File: src/rtl/clock_pkg.sv
// -----------------------------------------------------------------------------
// clock_pkg
// Shared types for the clock generation chain. Both the rollover prescaler
// and the clock-toggle stage use them, so the state encoding and the divide
// width stay consistent across the chain.
// -----------------------------------------------------------------------------
package clock_pkg;

    localparam int CLK_DIV_WIDTH = 16;

    typedef logic [CLK_DIV_WIDTH-1:0] divide_t;

    typedef enum logic {
        IDLE = 1'b0,
        RUN  = 1'b1
    } rog_state_t;

endpackage : clock_pkg

File: src/rtl/roll_over_generator.sv
// -----------------------------------------------------------------------------
// roll_over_generator
// Programmable prescaler. It emits a single-cycle rollover pulse every P
// enabled system cycles, where P = max(active divide, 1). The downstream
// toggle stage turns these pulses into a square wave with period 2*P.
// A new divide value can be loaded at runtime. It takes effect only on a
// period boundary, or immediately while idle, so the toggle stage never
// sees a truncated half-period.
//
// Ports:
//   i_clk          system clock, rising edge
//   i_reset        asynchronous active-high reset
//   i_enable       count enable; low freezes the counter (FSM -> IDLE)
//   i_load         one-cycle strobe capturing i_divide
//   i_divide       requested divide value N (0 behaves as 1)
//   o_roll_over    registered pulse, one cycle per period
//   o_count        current counter value
//   o_load_pending a captured divide value waits for the next boundary
//   o_running      FSM is in RUN
// -----------------------------------------------------------------------------
module roll_over_generator
    import clock_pkg::*;
#(
    parameter int WIDTH          = 16,
    parameter int DEFAULT_DIVIDE = 50_000
) (
    input  logic             i_clk,
    input  logic             i_reset,
    input  logic             i_enable,
    input  logic             i_load,
    input  logic [WIDTH-1:0] i_divide,
    output logic             o_roll_over,
    output logic [WIDTH-1:0] o_count,
    output logic             o_load_pending,
    output logic             o_running
);

    localparam logic [WIDTH-1:0] RESET_DIVIDE = WIDTH'(DEFAULT_DIVIDE);

    // State registers.
    rog_state_t       state_q,         state_d;
    logic [WIDTH-1:0] count_q,         count_d;
    logic [WIDTH-1:0] active_q,        active_d;
    logic [WIDTH-1:0] pending_q,       pending_d;
    logic             pending_valid_q, pending_valid_d;
    logic             roll_over_q,     roll_over_d;

    // Terminal count P-1, with a zero divide treated as a divide of one.
    logic [WIDTH-1:0] terminal;
    logic             at_terminal;
    logic             idle_apply;

    always_comb begin
        terminal    = (active_q == '0) ? '0 : active_q - WIDTH'(1);
        // A greater-or-equal compare recovers at once if the divide was
        // shrunk below the current count.
        at_terminal = (count_q >= terminal);
        // A pending value waiting while idle is applied on the very next
        // edge, including the edge that leaves IDLE; that edge restarts the
        // period from zero instead of counting.
        idle_apply  = (state_q == IDLE) && pending_valid_q;
    end

    always_comb begin
        // NOTE: every signal assigned in this block gets a default first,
        // so no path through the branches can infer a latch.
        state_d         = i_enable ? RUN : IDLE;
        count_d         = count_q;
        active_d        = active_q;
        pending_d       = pending_q;
        pending_valid_d = pending_valid_q;
        roll_over_d     = 1'b0;

        if (idle_apply) begin
            // A strobe on this same edge is the newest value and wins.
            active_d        = i_load ? i_divide : pending_q;
            pending_valid_d = 1'b0;
            count_d         = '0;
        end else if (i_enable && at_terminal) begin
            // Period boundary: wrap, pulse, and swap in any new divide.
            count_d     = '0;
            roll_over_d = 1'b1;
            if (i_load) begin
                active_d = i_divide;
            end else if (pending_valid_q) begin
                active_d = pending_q;
            end
            pending_valid_d = 1'b0;
        end else begin
            if (i_enable) begin
                count_d = count_q + WIDTH'(1);
            end
            if (i_load) begin
                pending_d       = i_divide;
                pending_valid_d = 1'b1;
            end
        end
    end

    // NOTE: sequential state uses non-blocking assignments only, so every
    // register samples the pre-edge values computed above.
    always_ff @(posedge i_clk or posedge i_reset) begin
        if (i_reset) begin
            state_q         <= IDLE;
            count_q         <= '0;
            active_q        <= RESET_DIVIDE;
            pending_q       <= '0;
            pending_valid_q <= 1'b0;
            roll_over_q     <= 1'b0;
        end else begin
            state_q         <= state_d;
            count_q         <= count_d;
            active_q        <= active_d;
            pending_q       <= pending_d;
            pending_valid_q <= pending_valid_d;
            roll_over_q     <= roll_over_d;
        end
    end

    assign o_roll_over    = roll_over_q;
    assign o_count        = count_q;
    assign o_load_pending = pending_valid_q;
    assign o_running      = (state_q == RUN);

endmodule : roll_over_generator

File: config.mk
export PLATFORM = sky130hd
export DESIGN_NAME = roll_over_generator
export DESIGN_NICKNAME = d
export VERILOG_FILES = /design/src/rtl/clock_pkg.sv /design/src/rtl/roll_over_generator.sv
export SDC_FILE = /design/constraint.sdc
export NUM_CORES = 1
export LEC_CHECK = 0
export BUFFER_PORTS_ARGS = -buffer_cell sky130_fd_sc_hd__buf_2
export CELL_PAD_IN_SITES_DETAIL_PLACEMENT = 1
export CELL_PAD_IN_SITES_GLOBAL_PLACEMENT = 1
export CORE_AREA = 3 3 86 88
export CTS_CLUSTER_SIZE = 10
export DETAILED_ROUTE_END_ITERATION = 10
export DIE_AREA = 0 0 89 91
export PLACE_DENSITY = 0.91
export SLEW_MARGIN = 20
export SYNTH_ARGS = -nofsm -noshare
export SYNTH_HDL_FRONTEND = slang
export SYNTH_SLANG_ARGS = --single-unit
File: constraint.sdc
create_clock -name i_clk -period 4.5 [get_ports i_clk]
set_input_delay 0.9 -clock i_clk [delete_from_list [all_inputs] [get_ports i_clk]]
set_output_delay 0.9 -clock i_clk [all_outputs]
set_load 0.005 [all_outputs]
==> impl_metrics.ini <==
[flow_run]
cap_violations = 0

[timing]
max_slew_margin_pct = 40.8
min_period_ns = 4.22
grt_setup_unrepaired = false
finalSetupTns_ns = 0
slew_viol_final = 0
period_share_pct = 93.9
setup_viol = 0
worst_pin_slew_ns = 0.888
fin_skew_ns = 0.0138
clock.fmax_mhz = 237
hold_viol_final = 0

[setup_path]
crit_path_end_kind = register
rr_worst_depth = 11
critPathKind = register to register
reg2reg_slack_ns = 0.28
worstReg2RegEnd = pending_q[6]$_DFFE_PP0P_
required_ns = 4.69
rr_startpoint = active_q[2]$_DFFE_PP0P_
critical_path.max_fanout = 16
crit_arrival_ns = 4.42
cp-start-kind = register

[route]
post_drt_wl_per_cell_um = 19.3
firstDrtPassIters = 4
routed_via_density = 5.91
drc = 0
dr_total_vias = 2370
routed_wl_um = 7730
first_iter_violations = 88
drtAntennaViolNets = 0

[final_layout]
num_antenna_cells = 0
layout-drive-gt1-share_pct = 25.2
multiInputGateArea_um2 = 1700
syn2layout_area_growth_pct = 10.1
final_common_cell = dfrtp_1
fillCellCount = 763
layout.area.seq_um2 = 1280
final_nets = 359
postLayoutCoreUtil_pct = 50.4
final_cell_mix = dfrtp_1 (45), buf_2 (38), nand2_1 (28)

[clock_tree]
cts_resized = 0
cts_tree = yes
cts_max_path_buffers = 2
path_clk_slew_ns = 0.09
cts_made_buffers = 5
cts_root_buffer = clkbuf_8
hold_buffers = 0
cts_sinks = 51
cts-htree-levels = 2
clk_latency_ns = 0.31
postCtsSetupRepairBufs = 0

[placed_design]
place.gp.congestion = 0.838
dp_hpwl_um = 5700
portBuffers = 38

[global_routing]
grt_pass1_wl_um = 13000
track_usage_pct = 20.3
grt_max_degree = 52
grt_pass1_vias = 2537
antenna_found_initial = 0
grt_overflow = 0

[synth]
async_flop_share_pct = 100
ys_types = 49
synth_edf_count = 0
synth-main-ff-cell = dfrtp_1
syn_nets = 326
avgSynthCellArea_um2 = 10.7
syn-instance-count = 287
syn-cell-area_um2 = 3070
synth_seq_cells = 51
ys_warn_count = 0
synth-seq-area-share_pct = 41.8

[die]
ios = 39
die_x_um = 89
coreArea_um2 = 6720
die_area_um2 = 8100
start_util_pct = 45.8
die_height_um = 91
rows = 30

[worst_hold_path]
hold_depth = 1
hp-class = register to register
hold_end = pending_q[3]$_DFFE_PP0P_
worstHoldStart = pending_q[3]$_DFFE_PP0P_

[power_and_ir_drop]
p_per_area_nw_per_um2 = 459
leakagePower_uw = 0.00156
ir_drop_uv = 209

[status]
status = complete, no violations
## final cells by class
type | count | area share, %
multi-input cells | 219 | 50.2
flip-flops and latches | 51 | 37.9
repair buffers | 38 | 5.62
well taps | 80 | 2.96
clock buffers | 7 | 2.55
inverters | 5 | 0.591
clock inverters | 1 | 0.148
## sequential cells by signal, indices dropped and copies added (netlist names)
| signal | count |
|---|---|
| active_q | 16 |
| o_roll_over | 1 |
| o_count | 16 |
| o_load_pending | 1 |
| o_running | 1 |
| pending_q | 16 |
## metal layers
layer | vias up | track usage, % | share of wire, % | wire length [um]
met5 | - | 0 | 0 | 0
met2 | 46 | 33.8 | 52 | 4020
met4 | 0 | 5.46 | 1.7 | 133
met1 | 1191 | 26.7 | 43 | 3300
li1 | 1118 | - | - | -
met3 | 15 | 3.81 | 3.7 | 283
## worst max-delay path by stage
stage | from | endpoint | slack (ns) | cells after the start
floorplan | active_q[7]$_DFFE_PP0P_ | pending_q[0]$_DFFE_PP0P_ | 1.12 | 12
global placement | active_q[2]$_DFFE_PP0P_ | o_count[13]$_DFFE_PP0P_ | 0.66 | 11
detailed placement | active_q[2]$_DFFE_PP0P_ | o_count[13]$_DFFE_PP0P_ | 0.34 | 11
CTS | active_q[2]$_DFFE_PP0P_ | o_count[13]$_DFFE_PP0P_ | 0.18 | 11
global route | active_q[2]$_DFFE_PP0P_ | pending_q[6]$_DFFE_PP0P_ | 0.04 | 11
finish | active_q[2]$_DFFE_PP0P_ | pending_q[6]$_DFFE_PP0P_ | 0.28 | 11
## critical path: stages (launching register included)
cell,delay (ns)
dfrtp_1,0.45
nor4_2,0.51
nand2_1,0.22
or4_1,0.46
xnor2_1,0.15
nand2_1,0.08
ha_1,0.33
nand4_1,0.16
a311oi_1,0.61
a31oi_4,0.11
a21oi_4,0.60
mux2_2,0.41
## Yosys cell counts (2+ instances only)
cell / instances / area, um^2
a21oi_1: 7 / 35.0
a22oi_1: 16 / 120
and3_1: 6 / 37.5
buf_4: 2 / 15.0
clkbuf_1: 6 / 22.5
dfrtp_1: 45 / 1130
dfstp_2: 6 / 158
ha_1: 19 / 238
inv_1: 5 / 18.8
mux2_2: 6 / 67.6
mux2_4: 10 / 150
nand2_1: 28 / 105
nand2b_1: 4 / 25.0
nand3_1: 5 / 25.0
nand4_1: 10 / 62.6
nor2_1: 23 / 86.3
nor2b_1: 3 / 18.8
nor3_1: 7 / 35.0
nor3b_1: 2 / 15.0
nor4_1: 3 / 18.8
o21ai_0: 3 / 15.0
o21ai_4: 2 / 32.5
o2bb2ai_1: 16 / 140
or3_1: 2 / 12.5
or4_1: 2 / 15.0
xnor2_1: 11 / 96.3
xor2_1: 16 / 140
## cells by family after synthesis
| kind of cell | Yosys count | share of synthesized area (%) |
|---|---|---|
| mux | 16 | 7.08 |
| buf+inv | 17 | 3.13 |
| compound gates | 53 | 14.5 |
| xor+xnor | 27 | 7.69 |
| flops | 51 | 41.8 |
| fa+ha+maj | 19 | 7.73 |
| simple gates | 104 | 18.1 |
## through the flow
step	cells	hold slack, ns	power (uW)	instance area (um^2)	setup slack [ns]
after floorplan	287	0.477	1110	3070	1.12
after global placement	393	0.488	1220	3290	0.657
after detailed placement	393	0.497	1270	3290	0.343
after CTS	401	0.518	1570	3380	0.176
after global routing	401	0.528	1660	3390	0.0351
final	401	0.514	1550	3390	0.275
## where the power goes
group	leakage [uW]	internal, uW	switching (uW)
clock	0.0000482	125	154
sequential	0.000632	564	125
combinational	0.000885	269	318
total	0.00156	958	597
Power figures use the tool's default switching activity.
